**src/rtl/ex_operand_stage_if.sv**
```systemverilog
// Decode-to-EX operand stage bus: upstream handshake and payload, MEM/WB forward
// buses, flush, and the registered downstream payload.
interface ex_operand_stage_if #(
  parameter int XLEN   = 32,
  parameter int CTRL_W = 4
);
  logic              flush;
  logic              in_valid;
  logic              in_ready;
  logic [XLEN-1:0]   in_pc;
  logic [XLEN-1:0]   in_rj_val;
  logic [XLEN-1:0]   in_rk_val;
  logic [XLEN-1:0]   in_imm;
  logic [4:0]        in_rj;
  logic [4:0]        in_rk;
  logic [4:0]        in_rd;
  logic              in_sel_a;
  logic              in_sel_b;
  logic [CTRL_W-1:0] in_alu_ctrl;
  logic              in_rd_we;
  logic              mem_we;
  logic [4:0]        mem_rd;
  logic [XLEN-1:0]   mem_res;
  logic              wb_we;
  logic [4:0]        wb_rd;
  logic [XLEN-1:0]   wb_res;
  logic              out_valid;
  logic              out_ready;
  logic [XLEN-1:0]   out_pc;
  logic [XLEN-1:0]   out_a;
  logic [XLEN-1:0]   out_b;
  logic [CTRL_W-1:0] out_alu_ctrl;
  logic [4:0]        out_rd;
  logic              out_rd_we;

  modport master (
    output flush, in_valid, in_pc, in_rj_val, in_rk_val, in_imm, in_rj, in_rk, in_rd,
           in_sel_a, in_sel_b, in_alu_ctrl, in_rd_we, mem_we, mem_rd, mem_res,
           wb_we, wb_rd, wb_res, out_ready,
    input  in_ready, out_valid, out_pc, out_a, out_b, out_alu_ctrl, out_rd, out_rd_we
  );

  modport slave (
    input  flush, in_valid, in_pc, in_rj_val, in_rk_val, in_imm, in_rj, in_rk, in_rd,
           in_sel_a, in_sel_b, in_alu_ctrl, in_rd_we, mem_we, mem_rd, mem_res,
           wb_we, wb_rd, wb_res, out_ready,
    output in_ready, out_valid, out_pc, out_a, out_b, out_alu_ctrl, out_rd, out_rd_we
  );
endinterface

```
**src/rtl/ex_operand_stage.sv**
```systemverilog
// Single-entry decode->EX register with operand select and RAW handling.
// EX_FWD_EN: forward from MEM/WB (and refresh held operands); otherwise stall on hazards.
module ex_operand_stage #(
  parameter int XLEN   = 32,
  parameter int CTRL_W = 4
) (
  input  logic             clk,
  input  logic             aresetn,
  ex_operand_stage_if.slave bus
);

  function automatic logic fwd_hit(input logic [4:0] src, input logic we, input logic [4:0] rd);
    return we && (rd == src) && (src != 5'd0);
  endfunction

`ifdef EX_FWD_EN
  function automatic logic signed [XLEN-1:0] fwd_val(
    input logic [4:0]             src,
    input logic signed [XLEN-1:0] rf_val,
    input logic                   m_we,
    input logic [4:0]             m_rd,
    input logic signed [XLEN-1:0] m_res,
    input logic                   w_we,
    input logic [4:0]             w_rd,
    input logic signed [XLEN-1:0] w_res
  );
    if (fwd_hit(src, m_we, m_rd))      return m_res;
    else if (fwd_hit(src, w_we, w_rd)) return w_res;
    else                               return rf_val;
  endfunction
`endif

  logic                     vld_p1;
  logic signed [XLEN-1:0]   pc_p1;
  logic signed [XLEN-1:0]   a_p1;
  logic signed [XLEN-1:0]   b_p1;
  logic [CTRL_W-1:0]        ctrl_p1;
  logic [4:0]               rd_p1;
  logic                     rd_we_p1;

  logic                     hazard;
  logic                     capture;
  logic signed [XLEN-1:0]   rj_src;
  logic signed [XLEN-1:0]   rk_src;
  logic signed [XLEN-1:0]   a_nxt;
  logic signed [XLEN-1:0]   b_nxt;

`ifdef EX_FWD_EN
  logic [4:0]               rj_p1;
  logic [4:0]               rk_p1;
  logic                     sel_a_p1;
  logic                     sel_b_p1;

  assign hazard = 1'b0;
  assign rj_src = fwd_val(bus.in_rj, bus.in_rj_val, bus.mem_we, bus.mem_rd, bus.mem_res,
                          bus.wb_we, bus.wb_rd, bus.wb_res);
  assign rk_src = fwd_val(bus.in_rk, bus.in_rk_val, bus.mem_we, bus.mem_rd, bus.mem_res,
                          bus.wb_we, bus.wb_rd, bus.wb_res);
`else
  logic                     unused_res;

  // Result buses are only consumed when forwarding is compiled in.
  assign unused_res = ^{bus.mem_res, bus.wb_res};
  assign hazard = (!bus.in_sel_a && (fwd_hit(bus.in_rj, bus.mem_we, bus.mem_rd) ||
                                     fwd_hit(bus.in_rj, bus.wb_we,  bus.wb_rd))) ||
                  (!bus.in_sel_b && (fwd_hit(bus.in_rk, bus.mem_we, bus.mem_rd) ||
                                     fwd_hit(bus.in_rk, bus.wb_we,  bus.wb_rd)));
  assign rj_src = bus.in_rj_val;
  assign rk_src = bus.in_rk_val;
`endif

  assign a_nxt        = bus.in_sel_a ? bus.in_pc  : rj_src;
  assign b_nxt        = bus.in_sel_b ? bus.in_imm : rk_src;
  assign bus.in_ready = !bus.flush && !hazard && (!vld_p1 || bus.out_ready);
  assign capture      = bus.in_valid && bus.in_ready;

  // ---- stage p1: operand register presented to EX ----
  always_ff @(posedge clk or negedge aresetn) begin
    if (!aresetn) begin
      vld_p1   <= 1'b0;
      pc_p1    <= '0;
      a_p1     <= '0;
      b_p1     <= '0;
      ctrl_p1  <= '0;
      rd_p1    <= '0;
      rd_we_p1 <= 1'b0;
`ifdef EX_FWD_EN
      rj_p1    <= '0;
      rk_p1    <= '0;
      sel_a_p1 <= 1'b0;
      sel_b_p1 <= 1'b0;
`endif
    end else begin
      if (bus.flush) begin
        vld_p1 <= 1'b0;
      end else if (capture) begin
        vld_p1   <= 1'b1;
        pc_p1    <= bus.in_pc;
        a_p1     <= a_nxt;
        b_p1     <= b_nxt;
        ctrl_p1  <= bus.in_alu_ctrl;
        rd_p1    <= bus.in_rd;
        rd_we_p1 <= bus.in_rd_we;
`ifdef EX_FWD_EN
        rj_p1    <= bus.in_rj;
        rk_p1    <= bus.in_rk;
        sel_a_p1 <= bus.in_sel_a;
        sel_b_p1 <= bus.in_sel_b;
`endif
      end else if (bus.out_ready) begin
        vld_p1 <= 1'b0;
      end
`ifdef EX_FWD_EN
      // A stalled entry keeps picking up producers that retire while it waits.
      else if (vld_p1) begin
        if (!sel_a_p1)
          a_p1 <= fwd_val(rj_p1, a_p1, bus.mem_we, bus.mem_rd, bus.mem_res,
                          bus.wb_we, bus.wb_rd, bus.wb_res);
        if (!sel_b_p1)
          b_p1 <= fwd_val(rk_p1, b_p1, bus.mem_we, bus.mem_rd, bus.mem_res,
                          bus.wb_we, bus.wb_rd, bus.wb_res);
      end
`endif
    end
  end

  assign bus.out_valid    = vld_p1;
  assign bus.out_pc       = pc_p1;
  assign bus.out_a        = a_p1;
  assign bus.out_b        = b_p1;
  assign bus.out_alu_ctrl = ctrl_p1;
  assign bus.out_rd       = rd_p1;
  assign bus.out_rd_we    = rd_we_p1;

endmodule

```
**src/flat_wrapper.sv**
```systemverilog
// flat-port wrapper written by rule: the top's interface ports become plain ports
module ex_operand_stage_flat 
#(
  parameter int XLEN   = 32,
  parameter int CTRL_W = 4
)
  (clk, aresetn, bus_flush, bus_in_valid, bus_in_pc, bus_in_rj_val, bus_in_rk_val, bus_in_imm, bus_in_rj, bus_in_rk, bus_in_rd, bus_in_sel_a, bus_in_sel_b, bus_in_alu_ctrl, bus_in_rd_we, bus_mem_we, bus_mem_rd, bus_mem_res, bus_wb_we, bus_wb_rd, bus_wb_res, bus_out_ready, bus_in_ready, bus_out_valid, bus_out_pc, bus_out_a, bus_out_b, bus_out_alu_ctrl, bus_out_rd, bus_out_rd_we);
  ex_operand_stage_if #(.XLEN(XLEN), .CTRL_W(CTRL_W)) bus_i ();
  input  logic clk;
  input  logic aresetn;
  input wire logic [$bits(bus_i.flush)-1:0] bus_flush;
  input wire logic [$bits(bus_i.in_valid)-1:0] bus_in_valid;
  input wire logic [$bits(bus_i.in_pc)-1:0] bus_in_pc;
  input wire logic [$bits(bus_i.in_rj_val)-1:0] bus_in_rj_val;
  input wire logic [$bits(bus_i.in_rk_val)-1:0] bus_in_rk_val;
  input wire logic [$bits(bus_i.in_imm)-1:0] bus_in_imm;
  input wire logic [$bits(bus_i.in_rj)-1:0] bus_in_rj;
  input wire logic [$bits(bus_i.in_rk)-1:0] bus_in_rk;
  input wire logic [$bits(bus_i.in_rd)-1:0] bus_in_rd;
  input wire logic [$bits(bus_i.in_sel_a)-1:0] bus_in_sel_a;
  input wire logic [$bits(bus_i.in_sel_b)-1:0] bus_in_sel_b;
  input wire logic [$bits(bus_i.in_alu_ctrl)-1:0] bus_in_alu_ctrl;
  input wire logic [$bits(bus_i.in_rd_we)-1:0] bus_in_rd_we;
  input wire logic [$bits(bus_i.mem_we)-1:0] bus_mem_we;
  input wire logic [$bits(bus_i.mem_rd)-1:0] bus_mem_rd;
  input wire logic [$bits(bus_i.mem_res)-1:0] bus_mem_res;
  input wire logic [$bits(bus_i.wb_we)-1:0] bus_wb_we;
  input wire logic [$bits(bus_i.wb_rd)-1:0] bus_wb_rd;
  input wire logic [$bits(bus_i.wb_res)-1:0] bus_wb_res;
  input wire logic [$bits(bus_i.out_ready)-1:0] bus_out_ready;
  output wire logic [$bits(bus_i.in_ready)-1:0] bus_in_ready;
  output wire logic [$bits(bus_i.out_valid)-1:0] bus_out_valid;
  output wire logic [$bits(bus_i.out_pc)-1:0] bus_out_pc;
  output wire logic [$bits(bus_i.out_a)-1:0] bus_out_a;
  output wire logic [$bits(bus_i.out_b)-1:0] bus_out_b;
  output wire logic [$bits(bus_i.out_alu_ctrl)-1:0] bus_out_alu_ctrl;
  output wire logic [$bits(bus_i.out_rd)-1:0] bus_out_rd;
  output wire logic [$bits(bus_i.out_rd_we)-1:0] bus_out_rd_we;
  assign bus_i.flush = bus_flush;
  assign bus_i.in_valid = bus_in_valid;
  assign bus_i.in_pc = bus_in_pc;
  assign bus_i.in_rj_val = bus_in_rj_val;
  assign bus_i.in_rk_val = bus_in_rk_val;
  assign bus_i.in_imm = bus_in_imm;
  assign bus_i.in_rj = bus_in_rj;
  assign bus_i.in_rk = bus_in_rk;
  assign bus_i.in_rd = bus_in_rd;
  assign bus_i.in_sel_a = bus_in_sel_a;
  assign bus_i.in_sel_b = bus_in_sel_b;
  assign bus_i.in_alu_ctrl = bus_in_alu_ctrl;
  assign bus_i.in_rd_we = bus_in_rd_we;
  assign bus_i.mem_we = bus_mem_we;
  assign bus_i.mem_rd = bus_mem_rd;
  assign bus_i.mem_res = bus_mem_res;
  assign bus_i.wb_we = bus_wb_we;
  assign bus_i.wb_rd = bus_wb_rd;
  assign bus_i.wb_res = bus_wb_res;
  assign bus_i.out_ready = bus_out_ready;
  assign bus_in_ready = bus_i.in_ready;
  assign bus_out_valid = bus_i.out_valid;
  assign bus_out_pc = bus_i.out_pc;
  assign bus_out_a = bus_i.out_a;
  assign bus_out_b = bus_i.out_b;
  assign bus_out_alu_ctrl = bus_i.out_alu_ctrl;
  assign bus_out_rd = bus_i.out_rd;
  assign bus_out_rd_we = bus_i.out_rd_we;
  ex_operand_stage #(.XLEN(XLEN), .CTRL_W(CTRL_W)) u_core (.clk(clk), .aresetn(aresetn), .bus(bus_i));
endmodule
```
**config.mk**
```make
export PLATFORM = sky130hd
export DESIGN_NAME = ex_operand_stage_flat
export DESIGN_NICKNAME = d
export VERILOG_FILES = /design/src/rtl/ex_operand_stage_if.sv /design/src/rtl/ex_operand_stage.sv /design/src/flat_wrapper.sv
export SDC_FILE = /design/constraint.sdc
export NUM_CORES = 1
export LEC_CHECK = 0
export ABC_AREA = 0
export ABC_CLOCK_PERIOD_IN_PS = 2300
export CORE_UTILIZATION = 25
export CTS_CLUSTER_SIZE = 20
export DETAILED_ROUTE_END_ITERATION = 8
export GPL_TIMING_DRIVEN = 0
export HOLD_SLACK_MARGIN = 0.08
export SYNTH_ARGS = -nofsm -noshare
export SYNTH_HDL_FRONTEND = slang
export SYNTH_SLANG_ARGS = --single-unit
```
**constraint.sdc**
```tcl
create_clock -name clk -period 2.3 [get_ports clk]
set_input_delay 0.46 -clock clk [delete_from_list [all_inputs] [get_ports clk]]
set_output_delay 0.46 -clock clk [all_outputs]
set_load 0.02 [all_outputs]
```
# Word level (Yosys, flattened, before mapping)
# Cells that the tools add are included.
# word_totals
register_bits	107
in_bits	231
wordCells	43
# classes
n_eq_ne	4
muxes	5
bitwise	1
n_reduce_logical	26
# ops
op	count
32-bit 2-to-1 mux	2
5-bit equality test	4
1-bit logical AND	13
5-bit nonzero test	2
1-bit zero test	5
1-bit logical OR	4
1-bit 2-to-1 mux	3
3-bit nonzero test	1
2-bit AND reduction	1
1-bit inverter	1

# Depth between registers and ports, before layout
# Gate-level depths: netlist (run 1).
# depth
ltp_word	12
mapped_depth	8
mapped_depth_nobuf	6

# Least setup slack after synthesis (run 1)
# No wires, ideal clock.
# synth_timing
path_kind	input port to output port
startpoint	in bus_wb_rd[4]
endpoint	out bus_in_ready
t_arrival_ps	1541
required_time_ps	1840
setup_slack_ps	299
stages	6
path_cell_list	xnor2_1 -> nand4_1 -> o22ai_1 -> a221oi_2 -> buf_2 -> buf_2
# synth_between
elab_chain_len	9
word_cells_on_any_way	14
classes_between	2 x eq/ne; 12 x reduce/logical
# synth_lines
element	line	rtl
start, declared	flat_wrapper.sv:28	input wire logic [$bits(bus_i.wb_rd)-1:0] bus_wb_rd;
5-bit equality test	ex_operand_stage.sv:13	return we && (rd == src) && (src != 5'd0);
1-bit logical AND (2 in a row)	ex_operand_stage.sv:13	
1-bit logical OR, on equally long branches	ex_operand_stage.sv:64, ex_operand_stage.sv:66	
1-bit logical AND, on equally long branches	ex_operand_stage.sv:64, ex_operand_stage.sv:66	
1-bit logical OR (*)	ex_operand_stage.sv:65	fwd_hit(bus.in_rj, bus.wb_we, bus.wb_rd))) ||
1-bit zero test (*)	ex_operand_stage.sv:74	assign bus.in_ready = !bus.flush && !hazard && (!vld_p1 || bus.out_ready);
1-bit logical AND (*) (2 in a row)	ex_operand_stage.sv:74	
end, declared	flat_wrapper.sv:31	output wire logic [$bits(bus_i.in_ready)-1:0] bus_in_ready;
# Every way passes the cells marked *; elsewhere a longest branch is shown, timed or not.

# Worst setup path after layout (run 1)
# layout_timing
startpoint	in bus_in_rj[4]
endpoint	out bus_in_ready
# layout_between
elab_chain_len	9
word_cells_on_any_way	13
classes_between	2 x eq/ne; 11 x reduce/logical
# layout_lines
element	line	rtl
start, declared	flat_wrapper.sv:17	input wire logic [$bits(bus_i.in_rj)-1:0] bus_in_rj;
5-bit equality test	ex_operand_stage.sv:13	
1-bit logical AND (2 in a row)	ex_operand_stage.sv:13	
1-bit logical OR (*)	ex_operand_stage.sv:64	assign hazard = (!bus.in_sel_a && (fwd_hit(bus.in_rj, bus.mem_we, bus.mem_rd) ||
1-bit logical AND (*)	ex_operand_stage.sv:64	
1-bit logical OR (*)	ex_operand_stage.sv:65	
1-bit zero test (*)	ex_operand_stage.sv:74	
1-bit logical AND (*) (2 in a row)	ex_operand_stage.sv:74	
# Marks and branches as above.

==> results of run 1 <==
## power by group through the flow
| stage | Sequential (uW) | Combinational, uW | Clock [uW] |
|---|---|---|---|
| 2_1_floorplan | 2900 | 536 | 0 |
| 3_3_place_gp | 2450 | 2250 | 0 |
| 3_5_place_dp | 2470 | 2280 | 0 |
| 4_1_cts | 2440 | 2290 | 1760 |
| 5_1_grt | 2490 | 2400 | 1830 |
| 6_report | 2440 | 2260 | 1700 |
## flip-flops by register name, summed over array words and instances, names as in the netlist
signal                   count
u_core.bus.out_valid         1
u_core.bus.out_alu_ctrl      4
u_core.bus.out_a            32
u_core.bus.out_b            32
u_core.bus.out_pc           32
u_core.bus.out_rd            5
u_core.bus.out_rd_we         1
## through the flow
step                TNS (ps)  worst slack [ps]  utilization, %  std cells  hold WS [ps]
floorplan                  0               299               -        422           164
global placement     -400420             -3300            41.3        959           476
detailed placement    -54070             -1270            41.4        960           480
CTS                        0              91.5            43.2        978           146
global route               0              1.59            43.3        978           176
finish                     0              86.4            43.3        978           130
## how the worst min path moves through the flow
stage,from,slack (ps),cells past startpoint,to
after floorplan,aresetn,160,0,u_core.bus.out_a[0]$_DFFE_PN0P_
after global placement,u_core.bus.out_pc[27]$_DFFE_PN0P_,480,1,u_core.bus.out_pc[27]$_DFFE_PN0P_
after detailed placement,u_core.bus.out_pc[13]$_DFFE_PN0P_,480,1,u_core.bus.out_pc[13]$_DFFE_PN0P_
after CTS,aresetn,150,1,u_core.bus.out_pc[29]$_DFFE_PN0P_
after global routing,aresetn,180,1,u_core.bus.out_pc[29]$_DFFE_PN0P_
final,aresetn,130,1,u_core.bus.out_pc[29]$_DFFE_PN0P_
## cells by family (layout without fill, tap and decap cells)
family          count (synthesis)  after routing  synth area share (%)
xor+xnor                       20             20                  3.52
buf+inv                        40            331                  3.44
mux                           106            106                  22.4
compound gates                134            134                  15.3
simple gates                   15             15                  1.53
flops                         107            107                  53.8
## routing by layer
metal / global-route usage (%) / vias to the layer above / routed length (um)
li1: - / 2151 / -
met1: 19.2 / 2290 / 6840
met4: 6.45 / 0 / 372
met2: 29.2 / 200 / 8520
met3: 4.90 / 21 / 1490
met5: 0 / - / 0
## placed cells by master, fill, tap and decap left out, drive strengths merged
cell and instances:
a21oi 66, a221oi 1, a31oi 64, buf 22, bufinv 2, clkbuf 34
clkdlybuf4s50 250, clkinv 1, clkinvlp 1, dfrtp 107, dlygate4sd2 20, inv 1
mux2 42, mux2i 64, nand2 5, nand2b 2, nand4 4, nor2 2
nor3 2, o21ai 1, o22ai 2, xnor2 20
## repair_timing
action,in CTS,in global routing
gates resized for setup,36,2
endpoints found under the setup margin,99,5
pin swaps,5,1
buffers inserted,3,0
## final cells by class
type | instances | area (um2) | area share [%]
Buffer | 39 | 194 | 2.30
Clock inverter | 5 | 85.1 | 1.01
Timing Repair Buffer | 276 | 2740 | 32.6
Multi-Input combinational cell | 275 | 2150 | 25.5
Sequential cell | 107 | 2680 | 31.8
Tap cell | 265 | 332 | 3.94
Clock buffer | 11 | 243 | 2.88
==> metrics.txt, run 1 <==
# TYPE chip_impl_metric gauge
chip_impl_info{name="outcome",value="finished, final reports clean"} 1
chip_impl_metric{name="postRouteWirelength",unit="um"} 17200
chip_impl_info{name="critical_path.reg2reg.endpoint",value="u_core.bus.out_b[29]$_DFFE_PN0P_"} 1
chip_impl_metric{name="postPlaceCellArea",unit="um2"} 8060
chip_impl_metric{name="finalHoldViolations",unit=""} 0
chip_impl_metric{name="total_power",unit="uW"} 6400
chip_impl_metric{name="vias_per_cell",unit=""} 4.77
chip_impl_metric{name="num-fill-cells",unit=""} 1858
chip_impl_metric{name="antenna_found_initial",unit=""} 0
chip_impl_metric{name="hpwl",unit="um"} 13500
chip_impl_metric{name="cts.hold.buffers_added",unit=""} 0
chip_impl_metric{name="powerDensity",unit="nW/um2"} 761
chip_impl_metric{name="timing_max_transition_violations_final",unit=""} 0
chip_impl_metric{name="final_area",unit="um2"} 8420
chip_impl_info{name="r2r_start",value="u_core.bus.out_valid$_DFFE_PN0P_"} 1
chip_impl_metric{name="clk_pin_slew_worst_paths",unit="ps"} 70
chip_impl_metric{name="finalWorstPathRequiredPeriod",unit="ps"} 2210
chip_impl_metric{name="switching_share",unit="%"} 31.6
chip_impl_info{name="timing.critical_path.to",value="bus_in_ready"} 1
chip_impl_info{name="critical_path.most_common_cell",value="buf_4"} 1
chip_impl_metric{name="routabilityCongestion",unit=""} 0.815
chip_impl_metric{name="nNetsFinal",unit=""} 939
chip_impl_metric{name="power.leakage",unit="uW"} 0.00342
chip_impl_metric{name="detail-route-antenna-nets",unit=""} 0
chip_impl_metric{name="vias_in_the_first_global_route",unit=""} 4827
chip_impl_metric{name="drt_iter0_drc",unit=""} 184
chip_impl_metric{name="port_buffers",unit=""} 272
chip_impl_info{name="yosys.area.top_type",value="dfrtp_1"} 1
chip_impl_metric{name="clkLatencyLatePin",unit="ps"} 350
chip_impl_metric{name="syn_inst",unit=""} 422
chip_impl_info{name="worstPathCellList",value="dlygate4sd2_1 -> xnor2_1 -> nand4_1 -> o22ai_2 -> a221oi_2 -> buf_4 -> buf_12 -> buf_4"} 1
chip_impl_metric{name="routed_length_per_instance",unit="um"} 17.6
chip_impl_metric{name="p_clk_share",unit="%"} 26.6
chip_impl_metric{name="slowest_delay",unit="ps"} 270
chip_impl_metric{name="depth_of_the_worst_register_to_register_path",unit=""} 9
chip_impl_metric{name="internal_dissipation",unit="uW"} 4380
chip_impl_metric{name="final_layout_size_suffix_gt1_share",unit="%"} 6.17
chip_impl_metric{name="critPathBufInv",unit=""} 4
chip_impl_info{name="worstSetupStartpoint",value="bus_in_rj[4]"} 1
chip_impl_metric{name="cts.sinks",unit=""} 107
chip_impl_metric{name="worst_clock_skew",unit="ps"} 8.02
chip_impl_metric{name="power_switching",unit="uW"} 2020
chip_impl_metric{name="grtUsageTotal",unit="%"} 16.7
chip_impl_info{name="crit_path_end_kind",value="primary output"} 1
chip_impl_metric{name="syn_avg_cell_area",unit="um2"} 11.8
chip_impl_metric{name="grt_first_pass_wirelength",unit="um"} 26200
chip_impl_metric{name="synth_nets",unit=""} 653
chip_impl_info{name="yosys.cell_count.top_type",value="dfrtp_1"} 1
chip_impl_metric{name="die_area",unit="um2"} 20500
chip_impl_metric{name="worst_slew_pin_tran",unit="ps"} 916
chip_impl_metric{name="max_freq",unit="MHz"} 452
chip_impl_info{name="critPathTopFamily",value="buffers and inverters"} 1
chip_impl_metric{name="design.portCount",unit=""} 339
chip_impl_metric{name="period_share",unit="%"} 96.2
chip_impl_metric{name="die_height",unit="um"} 143
chip_impl_metric{name="n_antenna_cell",unit=""} 0
chip_impl_info{name="path_class",value="primary input to primary output"} 1
chip_impl_metric{name="rows",unit=""} 51
chip_impl_info{name="synth.top_cells.by_area",value="dfrtp_1 (54%), mux2i_1 (13%), mux2_1 (8.8%)"} 1
chip_impl_info{name="synthTopCellsByCount",value="dfrtp_1 (107), a21oi_1 (66), a31oi_1 (64), mux2i_1 (64), mux2_1 (39)"} 1
chip_impl_metric{name="die-width",unit="um"} 143
chip_impl_metric{name="remaining_drc_errors",unit=""} 0
chip_impl_info{name="root_buffer",value="clkbuf_16"} 1
chip_impl_metric{name="peakVddDrop",unit="mV"} 0.344
chip_impl_metric{name="globalRoute.totalOverflow",unit=""} 0
chip_impl_metric{name="arrival_time_worst_endpoint",unit="ps"} 1750
chip_impl_metric{name="power.share.sequential",unit="%"} 38.1
chip_impl_metric{name="starting_density_of_the_core",unit="%"} 25.6
chip_impl_metric{name="synth_top_area_share",unit="%"} 53.8
chip_impl_info{name="tritoncts",value="done"} 1
chip_impl_info{name="min-delay-path-class",value="primary input to asynchronous set/reset pin"} 1
chip_impl_info{name="rsz0062_at_grt",value="no"} 1
chip_impl_metric{name="maximum_clock_path_buffer_count",unit=""} 2
chip_impl_metric{name="ys_seq_area_share",unit="%"} 53.8
chip_impl_metric{name="synth-seq-cells",unit=""} 107
chip_impl_metric{name="slew_headroom",unit="%"} 38.9
chip_impl_metric{name="max_cap_violations",unit=""} 0
chip_impl_metric{name="area_growth_syn_to_fin",unit="%"} 69.2
chip_impl_metric{name="numCtsBuffers",unit=""} 9
chip_impl_metric{name="core_region_area",unit="um2"} 19500
chip_impl_metric{name="cts_max_level",unit=""} 3
chip_impl_metric{name="timing.reg2reg.setup_slack",unit="ps"} 440
chip_impl_metric{name="final-setup-viol-count",unit=""} 0
chip_impl_metric{name="timing.critical_path.fanout_max",unit=""} 3
chip_impl_metric{name="number_of_enable_type_register_cells_in_the_synthesized_netlist",unit=""} 0
chip_impl_metric{name="p_comb_share",unit="%"} 35.3
chip_impl_metric{name="warnings_synthesis",unit=""} 0
chip_impl_metric{name="drtPass1Iterations",unit=""} 5
chip_impl_metric{name="asyncSetResetFlopFracSynth",unit="%"} 100
chip_impl_metric{name="path_depth",unit=""} 8
chip_impl_metric{name="maximum_number_of_pins_on_one_net_before_global_route_repair",unit=""} 58
chip_impl_metric{name="timing.critical_path.required",unit="ps"} 1840
chip_impl_info{name="crit_path_start_kind",value="primary input"} 1
chip_impl_metric{name="num_vias",unit=""} 4662
chip_impl_metric{name="syn-cell-area",unit="um2"} 4980
chip_impl_info{name="synth_top_flop_cell",value="dfrtp_1"} 1
chip_impl_info{name="crit_slowest_cell",value="dlygate4sd2_1"} 1
chip_impl_metric{name="ys_types",unit=""} 18
Power figures use the tool's default switching activity.
==> run 2: changes to the inputs <==
--- a/config.mk
+++ b/config.mk
@@ -10,8 +10,8 @@
 export CORE_UTILIZATION = 25
 export CTS_CLUSTER_SIZE = 20
 export DETAILED_ROUTE_END_ITERATION = 8
-export GPL_TIMING_DRIVEN = 0
 export HOLD_SLACK_MARGIN = 0.08
+export SETUP_SLACK_MARGIN = 0.5
 export SYNTH_ARGS = -nofsm -noshare
 export SYNTH_HDL_FRONTEND = slang
 export SYNTH_SLANG_ARGS = --single-unit
==> metrics.txt, run 2 (synthesis results as in run 1) <==
# TYPE chip_impl_metric gauge
chip_impl_info{name="path_class",value="primary input to primary output"} 1
chip_impl_metric{name="rows",unit=""} 51
chip_impl_info{name="min-delay-path-class",value="primary input to flip-flop"} 1
chip_impl_metric{name="timing.setup.tns",unit="ps"} 0
chip_impl_metric{name="period_share",unit="%"} 84.6
chip_impl_info{name="layout_common_cells",value="clkdlybuf4s50_1 (142), dfrtp_1 (107), dlygate4sd2_1 (78), a21oi_1 (66)"} 1
chip_impl_metric{name="globalRoute.totalOverflow",unit=""} 0
chip_impl_metric{name="die_height",unit="um"} 143
chip_impl_metric{name="worst_clock_skew",unit="ps"} 12.2
chip_impl_metric{name="maximum_number_of_pins_on_one_net_before_global_route_repair",unit=""} 129
chip_impl_metric{name="worst_slew_pin_tran",unit="ps"} 598
chip_impl_info{name="outcome",value="finished, final reports clean"} 1
chip_impl_metric{name="depth_of_the_worst_register_to_register_path",unit=""} 8
chip_impl_metric{name="timing_max_transition_violations_final",unit=""} 0
chip_impl_metric{name="remaining_drc_errors",unit=""} 0
chip_impl_metric{name="max_cap_violations",unit=""} 0
chip_impl_metric{name="clk_pin_slew_worst_paths",unit="ps"} 80
chip_impl_info{name="crit_path_end_kind",value="primary output"} 1
chip_impl_metric{name="clkLatencyLatePin",unit="ps"} 350
chip_impl_metric{name="routed_length_per_instance",unit="um"} 18.1
chip_impl_metric{name="num_vias",unit=""} 4476
chip_impl_metric{name="drtPass1Iterations",unit=""} 4
chip_impl_metric{name="finalNonFillerCells",unit=""} 958
chip_impl_metric{name="finalHoldViolations",unit=""} 0
chip_impl_metric{name="finalWorstPathRequiredPeriod",unit="ps"} 1950
chip_impl_metric{name="timing.critical_path.required",unit="ps"} 1840
chip_impl_metric{name="peakVddDrop",unit="mV"} 0.373
chip_impl_metric{name="hpwl",unit="um"} 12000
chip_impl_metric{name="grt_first_pass_wirelength",unit="um"} 24800
chip_impl_metric{name="timing.reg2reg.setup_slack",unit="ps"} 530
chip_impl_metric{name="design.portCount",unit=""} 339
chip_impl_metric{name="area_growth_syn_to_fin",unit="%"} 74.2
chip_impl_metric{name="core_region_area",unit="um2"} 19500
chip_impl_info{name="terminating_pin_of_the_worst_hold_path",value="u_core.bus.out_valid$_DFFE_PN0P_"} 1
chip_impl_metric{name="final-setup-viol-count",unit=""} 0
chip_impl_metric{name="grtUsageTotal",unit="%"} 16.0
chip_impl_info{name="hp-start",value="bus_flush"} 1
chip_impl_info{name="crit_path_start_kind",value="primary input"} 1
chip_impl_metric{name="starting_density_of_the_core",unit="%"} 25.6
chip_impl_metric{name="max_freq",unit="MHz"} 514
chip_impl_metric{name="postRouteWirelength",unit="um"} 17300
chip_impl_metric{name="vias_in_the_first_global_route",unit=""} 4575
chip_impl_metric{name="maximum_clock_path_buffer_count",unit=""} 2
chip_impl_metric{name="detail-route-antenna-nets",unit=""} 0
chip_impl_metric{name="hold_depth",unit=""} 2
chip_impl_metric{name="routabilityCongestion",unit=""} 0.739
chip_impl_metric{name="powerDensity",unit="nW/um2"} 727
chip_impl_metric{name="final_layout_size_suffix_gt1_share",unit="%"} 13.7
chip_impl_info{name="rsz0062_at_grt",value="yes"} 1
chip_impl_metric{name="power.leakage",unit="uW"} 0.00392
chip_impl_metric{name="hold_slack",unit="ps"} 460
chip_impl_info{name="root_buffer",value="clkbuf_16"} 1
chip_impl_metric{name="post-route-util",unit="%"} 44.6
chip_impl_metric{name="antenna_found_initial",unit=""} 1
chip_impl_metric{name="dp.cells",unit=""} 933
chip_impl_metric{name="cts_max_level",unit=""} 3
chip_impl_metric{name="die_area",unit="um2"} 20500
chip_impl_metric{name="port_buffers",unit=""} 274
chip_impl_info{name="layout_commonest_cell",value="clkdlybuf4s50_1"} 1
chip_impl_metric{name="numCtsBuffers",unit=""} 9
chip_impl_metric{name="vias_per_cell",unit=""} 4.67
chip_impl_metric{name="drt_iter0_drc",unit=""} 117
chip_impl_metric{name="arrival_time_worst_endpoint",unit="ps"} 1490
chip_impl_metric{name="die-width",unit="um"} 143
chip_impl_info{name="r2r_start",value="u_core.bus.out_valid$_DFFE_PN0P_"} 1
chip_impl_metric{name="slew_headroom",unit="%"} 60.1
chip_impl_metric{name="nNetsFinal",unit=""} 918
chip_impl_metric{name="num-fill-cells",unit=""} 1823
chip_impl_metric{name="cts.sinks",unit=""} 107
chip_impl_info{name="critical_path.reg2reg.endpoint",value="u_core.bus.out_a[28]$_DFFE_PN0P_"} 1
chip_impl_metric{name="timing.critical_path.fanout_max",unit=""} 4
chip_impl_info{name="tritoncts",value="done"} 1
run 2: cell types whose count changed in the layout (fill, tap and decap cells not counted), moves of 11 or more:
cell | before | now
dlygate4sd2_1 | 20 | 78
xnor2_1 | 20 | 9
mux2_4 | 0 | 15
clkbuf_1 | 24 | 1
clkdlybuf4s50_1 | 250 | 142
dlymetal6s2s_1 | 0 | 29
mux2_1 | 39 | 24
run 2: area by class of cell:
class	count	area, um2	area share [%]
clock inverter	5	85.1	0.981
clock buffer	11	243	2.80
sequential	107	2680	30.9
timing repair buffer	294	3000	34.5
antenna	1	2.50	0.0289
multi-input combinational	275	2340	26.9
tap	265	332	3.82
run 2: worst max-delay path, stage by stage:
cell and delay (ps):
buf_4 130, xnor2_1 130, nand4_1 130, o22ai_2 100, a221oi_4 360, buf_6 180
run 2: per-layer routing:
metal	GRT usage, %	vias up	wire length [um]
li1	-	2116	-
met1	18.1	2178	6860
met2	28.2	168	8820
met3	4.66	14	1350
met4	6.00	0	284
met5	0	-	0
run 2: power breakdown:
| group | total (uW) | internal [uW] | leakage (uW) | switching, uW |
|---|---|---|---|---|
| combinational | 2170 | 1050 | 0.00256 | 1120 |
| clock | 1700 | 991 | 0.000156 | 712 |
| sequential | 2430 | 2240 | 0.00121 | 190 |
run 2: worst max-delay path by stage:
stage | startpoint | endpoint | slack [ps]
2_1_floorplan | bus_mem_rd[4] | bus_in_ready | 440
3_3_place_gp | bus_in_rj[1] | bus_in_ready | -520
3_5_place_dp | bus_in_rj[1] | u_core.bus.out_b[23]$_DFFE_PN0P_ | -560
4_1_cts | bus_in_rj[1] | bus_in_ready | 370
5_1_grt | bus_in_rk[3] | bus_in_ready | 310
6_report | bus_in_rk[3] | bus_in_ready | 350
run 2: stage by stage:
step	area [um2]	setup slack, ps	total power (uW)
global placement	8070	-524	4730
floorplan	5070	435	3490
global route	8670	309	6650
CTS	8470	373	6370
finish	8670	353	6300
detailed placement	8070	-556	4770
run 2: timing repair:
item | in CTS | in global routing
buffers inserted | 1 | 2
gates resized for setup | 215 | 44
hold buffers | 1 | 0
endpoints found under the setup margin | 182 | 136
endpoints found under the hold margin | 25 | 0
pin swaps | 17 | 7
gates cloned | 1 | 3
==> run 3: changes to the inputs <==
--- a/config.mk
+++ b/config.mk
@@ -6,7 +6,7 @@
 export NUM_CORES = 1
 export LEC_CHECK = 0
 export ABC_AREA = 0
-export ABC_CLOCK_PERIOD_IN_PS = 2300
+export ABC_CLOCK_PERIOD_IN_PS = 2000
 export CORE_UTILIZATION = 25
 export CTS_CLUSTER_SIZE = 20
 export DETAILED_ROUTE_END_ITERATION = 8
==> constraint.sdc (replaced) <==
create_clock -name clk -period 2 [get_ports clk]
set_input_delay 0.4 -clock clk [delete_from_list [all_inputs] [get_ports clk]]
set_output_delay 0.4 -clock clk [all_outputs]
set_load 0.02 [all_outputs]
==> metrics.txt, run 3 (synthesis results as in run 1) <==
# TYPE chip_impl_metric gauge
chip_impl_metric{name="groute.layer.met1.usage",unit="%"} 19.1
chip_impl_metric{name="numCtsBuffers",unit=""} 9
chip_impl_metric{name="maximum_clock_path_buffer_count",unit=""} 2
chip_impl_metric{name="grt_util_met3",unit="%"} 5.00
chip_impl_metric{name="final_layout_size_suffix_gt1_share",unit="%"} 21.8
chip_impl_metric{name="routabilityCongestion",unit=""} 0.793
chip_impl_metric{name="final-setup-viol-count",unit=""} 0
chip_impl_info{name="gr-max-usage-layer",value="met2"} 1
chip_impl_metric{name="power.share.sequential",unit="%"} 37.1
chip_impl_metric{name="grt_first_pass_wirelength",unit="um"} 26700
chip_impl_info{name="worstPathCellList",value="buf_6 -> xnor2_2 -> nand4_1 -> o22ai_2 -> a221oi_4 -> buf_6 -> buf_12 -> buf_12 -> clkbuf_16 -> a31oi_1"} 1
chip_impl_info{name="tritoncts",value="done"} 1
chip_impl_info{name="path_class",value="primary input to flip-flop"} 1
chip_impl_metric{name="switching_share",unit="%"} 33.1
chip_impl_metric{name="cts.sinks",unit=""} 107
chip_impl_metric{name="hold_slack",unit="ps"} 410
chip_impl_metric{name="num_vias",unit=""} 4606
chip_impl_metric{name="hpwl",unit="um"} 11700
chip_impl_metric{name="core_region_area",unit="um2"} 19500
chip_impl_metric{name="design.portCount",unit=""} 339
chip_impl_metric{name="die-width",unit="um"} 143
chip_impl_metric{name="clkLatencyLatePin",unit="ps"} 350
chip_impl_metric{name="grtUsageMet2",unit="%"} 31.7
chip_impl_info{name="layout_commonest_cell",value="clkdlybuf4s50_1"} 1
chip_impl_info{name="crit_path_start_kind",value="primary input"} 1
chip_impl_metric{name="timing.critical_path.required",unit="ps"} 2170
chip_impl_metric{name="die_height",unit="um"} 143
chip_impl_metric{name="cts_max_level",unit=""} 3
chip_impl_info{name="crit_path_end_kind",value="flip-flop"} 1
chip_impl_metric{name="vias_per_cell",unit=""} 4.72
chip_impl_metric{name="period_share",unit="%"} 90.3
chip_impl_metric{name="drt_iter0_drc",unit=""} 122
chip_impl_metric{name="timing_max_transition_violations_final",unit=""} 0
chip_impl_info{name="outcome",value="finished, final reports clean"} 1
chip_impl_metric{name="worst_slew_pin_tran",unit="ps"} 833
chip_impl_metric{name="area_growth_syn_to_fin",unit="%"} 94.4
chip_impl_metric{name="detail-route-antenna-nets",unit=""} 0
chip_impl_metric{name="timing.critical_path.fanout_max",unit=""} 8
chip_impl_metric{name="p_clk_share",unit="%"} 23.1
chip_impl_metric{name="powerDensity",unit="nW/um2"} 781
chip_impl_metric{name="port_buffers",unit=""} 274
chip_impl_metric{name="grtUsageTotal",unit="%"} 17.3
chip_impl_info{name="crit_slowest_cell",value="a221oi_4"} 1
chip_impl_metric{name="peakVddDrop",unit="mV"} 0.479
chip_impl_metric{name="postRouteWirelength",unit="um"} 19200
chip_impl_metric{name="max_cap_violations",unit=""} 0
chip_impl_info{name="rsz0062_at_grt",value="yes"} 1
chip_impl_info{name="root_buffer",value="clkbuf_16"} 1
chip_impl_metric{name="die_area",unit="um2"} 20500
chip_impl_info{name="min-delay-path-class",value="primary input to flip-flop"} 1
chip_impl_metric{name="vias_in_the_first_global_route",unit=""} 4815
chip_impl_metric{name="post-route-util",unit="%"} 49.7
chip_impl_metric{name="arrival_time_worst_endpoint",unit="ps"} 1970
chip_impl_metric{name="max_freq",unit="MHz"} 554
chip_impl_metric{name="nNetsFinal",unit=""} 936
chip_impl_metric{name="antenna_found_initial",unit=""} 1
chip_impl_metric{name="worst_clock_skew",unit="ps"} 6.20
chip_impl_metric{name="slew_headroom",unit="%"} 44.5
chip_impl_metric{name="power_switching",unit="uW"} 2500
chip_impl_metric{name="slowest_delay",unit="ps"} 350
chip_impl_metric{name="finalWorstPathRequiredPeriod",unit="ps"} 1810
chip_impl_metric{name="power.leakage",unit="uW"} 0.00471
chip_impl_metric{name="p_comb_share",unit="%"} 39.8
chip_impl_metric{name="internal_dissipation",unit="uW"} 5060
chip_impl_metric{name="rows",unit=""} 51
chip_impl_metric{name="clk_pin_slew_worst_paths",unit="ps"} 70
chip_impl_metric{name="num-fill-cells",unit=""} 1685
chip_impl_metric{name="routed_length_per_instance",unit="um"} 19.6
chip_impl_metric{name="remaining_drc_errors",unit=""} 0
chip_impl_metric{name="critPathBufInv",unit=""} 5
chip_impl_metric{name="finalHoldViolations",unit=""} 0
chip_impl_info{name="critPathTopFamily",value="buffers and inverters"} 1
chip_impl_metric{name="starting_density_of_the_core",unit="%"} 25.6
chip_impl_info{name="layout_common_cells",value="clkdlybuf4s50_1 (139), dfrtp_1 (107), dlymetal6s2s_1 (105), mux2i_1 (64), a31oi_1 (53)"} 1
chip_impl_metric{name="globalRoute.totalOverflow",unit=""} 0
chip_impl_metric{name="drtPass1Iterations",unit=""} 4
chip_impl_metric{name="maximum_number_of_pins_on_one_net_before_global_route_repair",unit=""} 69
==> run 3: worst paths after layout <==
check	start	end	slack, ps	cells past startpoint
max in group asynchronous	aresetn	u_core.bus.out_pc[12]$_DFFE_PN0P_	1070	3
setup reg to reg	u_core.bus.out_valid$_DFFE_PN0P_	u_core.bus.out_b[7]$_DFFE_PN0P_	220	8
hold / removal	bus_flush	u_core.bus.out_valid$_DFFE_PN0P_	410	2
min in group asynchronous	aresetn	u_core.bus.out_b[6]$_DFFE_PN0P_	610	3
setup / recovery	bus_in_rj[1]	u_core.bus.out_b[7]$_DFFE_PN0P_	190	10
hold reg to reg	u_core.bus.out_pc[11]$_DFFE_PN0P_	u_core.bus.out_pc[11]$_DFFE_PN0P_	490	1
==> run 3: stage by stage <==
step,cell area (um2),cells,total power (uW),worst slack [ps],setup TNS [ps]
finish,9680,976,7560,193,0
global route,9670,975,7940,131,0
CTS,8870,965,7500,199,0
detailed placement,8070,932,5450,-713,-63520
global placement,8070,932,5400,-658,-54120
floorplan,5060,422,3990,218,0
==> run 3: final cells by class <==
type,instances,area (um2),area share (%)
antenna,1,2.50,0.0259
clock buffer,11,243,2.51
clock inverter,5,45.0,0.465
multi-input combinational,275,2610,26.9
sequential,107,2680,27.7
tap,265,332,3.43
timing repair buffer,312,3770,39.0
==> run 3: per-layer routing <==
layer	vias to the layer above	wire length, um	part of all wire [%]
li1	2157	-	-
met1	2249	7500	39
met2	182	9940	52
met3	18	1480	7.7
met4	0	250	1.3
met5	-	0	0
==> run 3: worst reg2reg max path: stages, from the launching register on <==
cell	delay [ps]
dfrtp_1	420
nand2b_4	100
nand2b_4	60
a221oi_4	260
buf_6	210
buf_12	170
buf_12	140
clkbuf_16	150
a31oi_1	100
==> run 3: power groups by stage <==
stage                     Sequential, uW  Combinational, uW  Clock [uW]
after floorplan                     3340                645           0
after global placement              2820               2580           0
after detailed placement            2840               2610           0
after CTS                           2820               2860        1820
after global routing                2860               3180        1900
final                               2800               3010        1750
==> run 3: what timing repair did <==
item,in CTS,in global routing
setup buffers,7,1
gates cloned,9,9
endpoints found under the setup margin,215,215
hold endpoints to repair,65,0
resized for setup,160,162
pin swaps,20,4
hold buffers,1,0
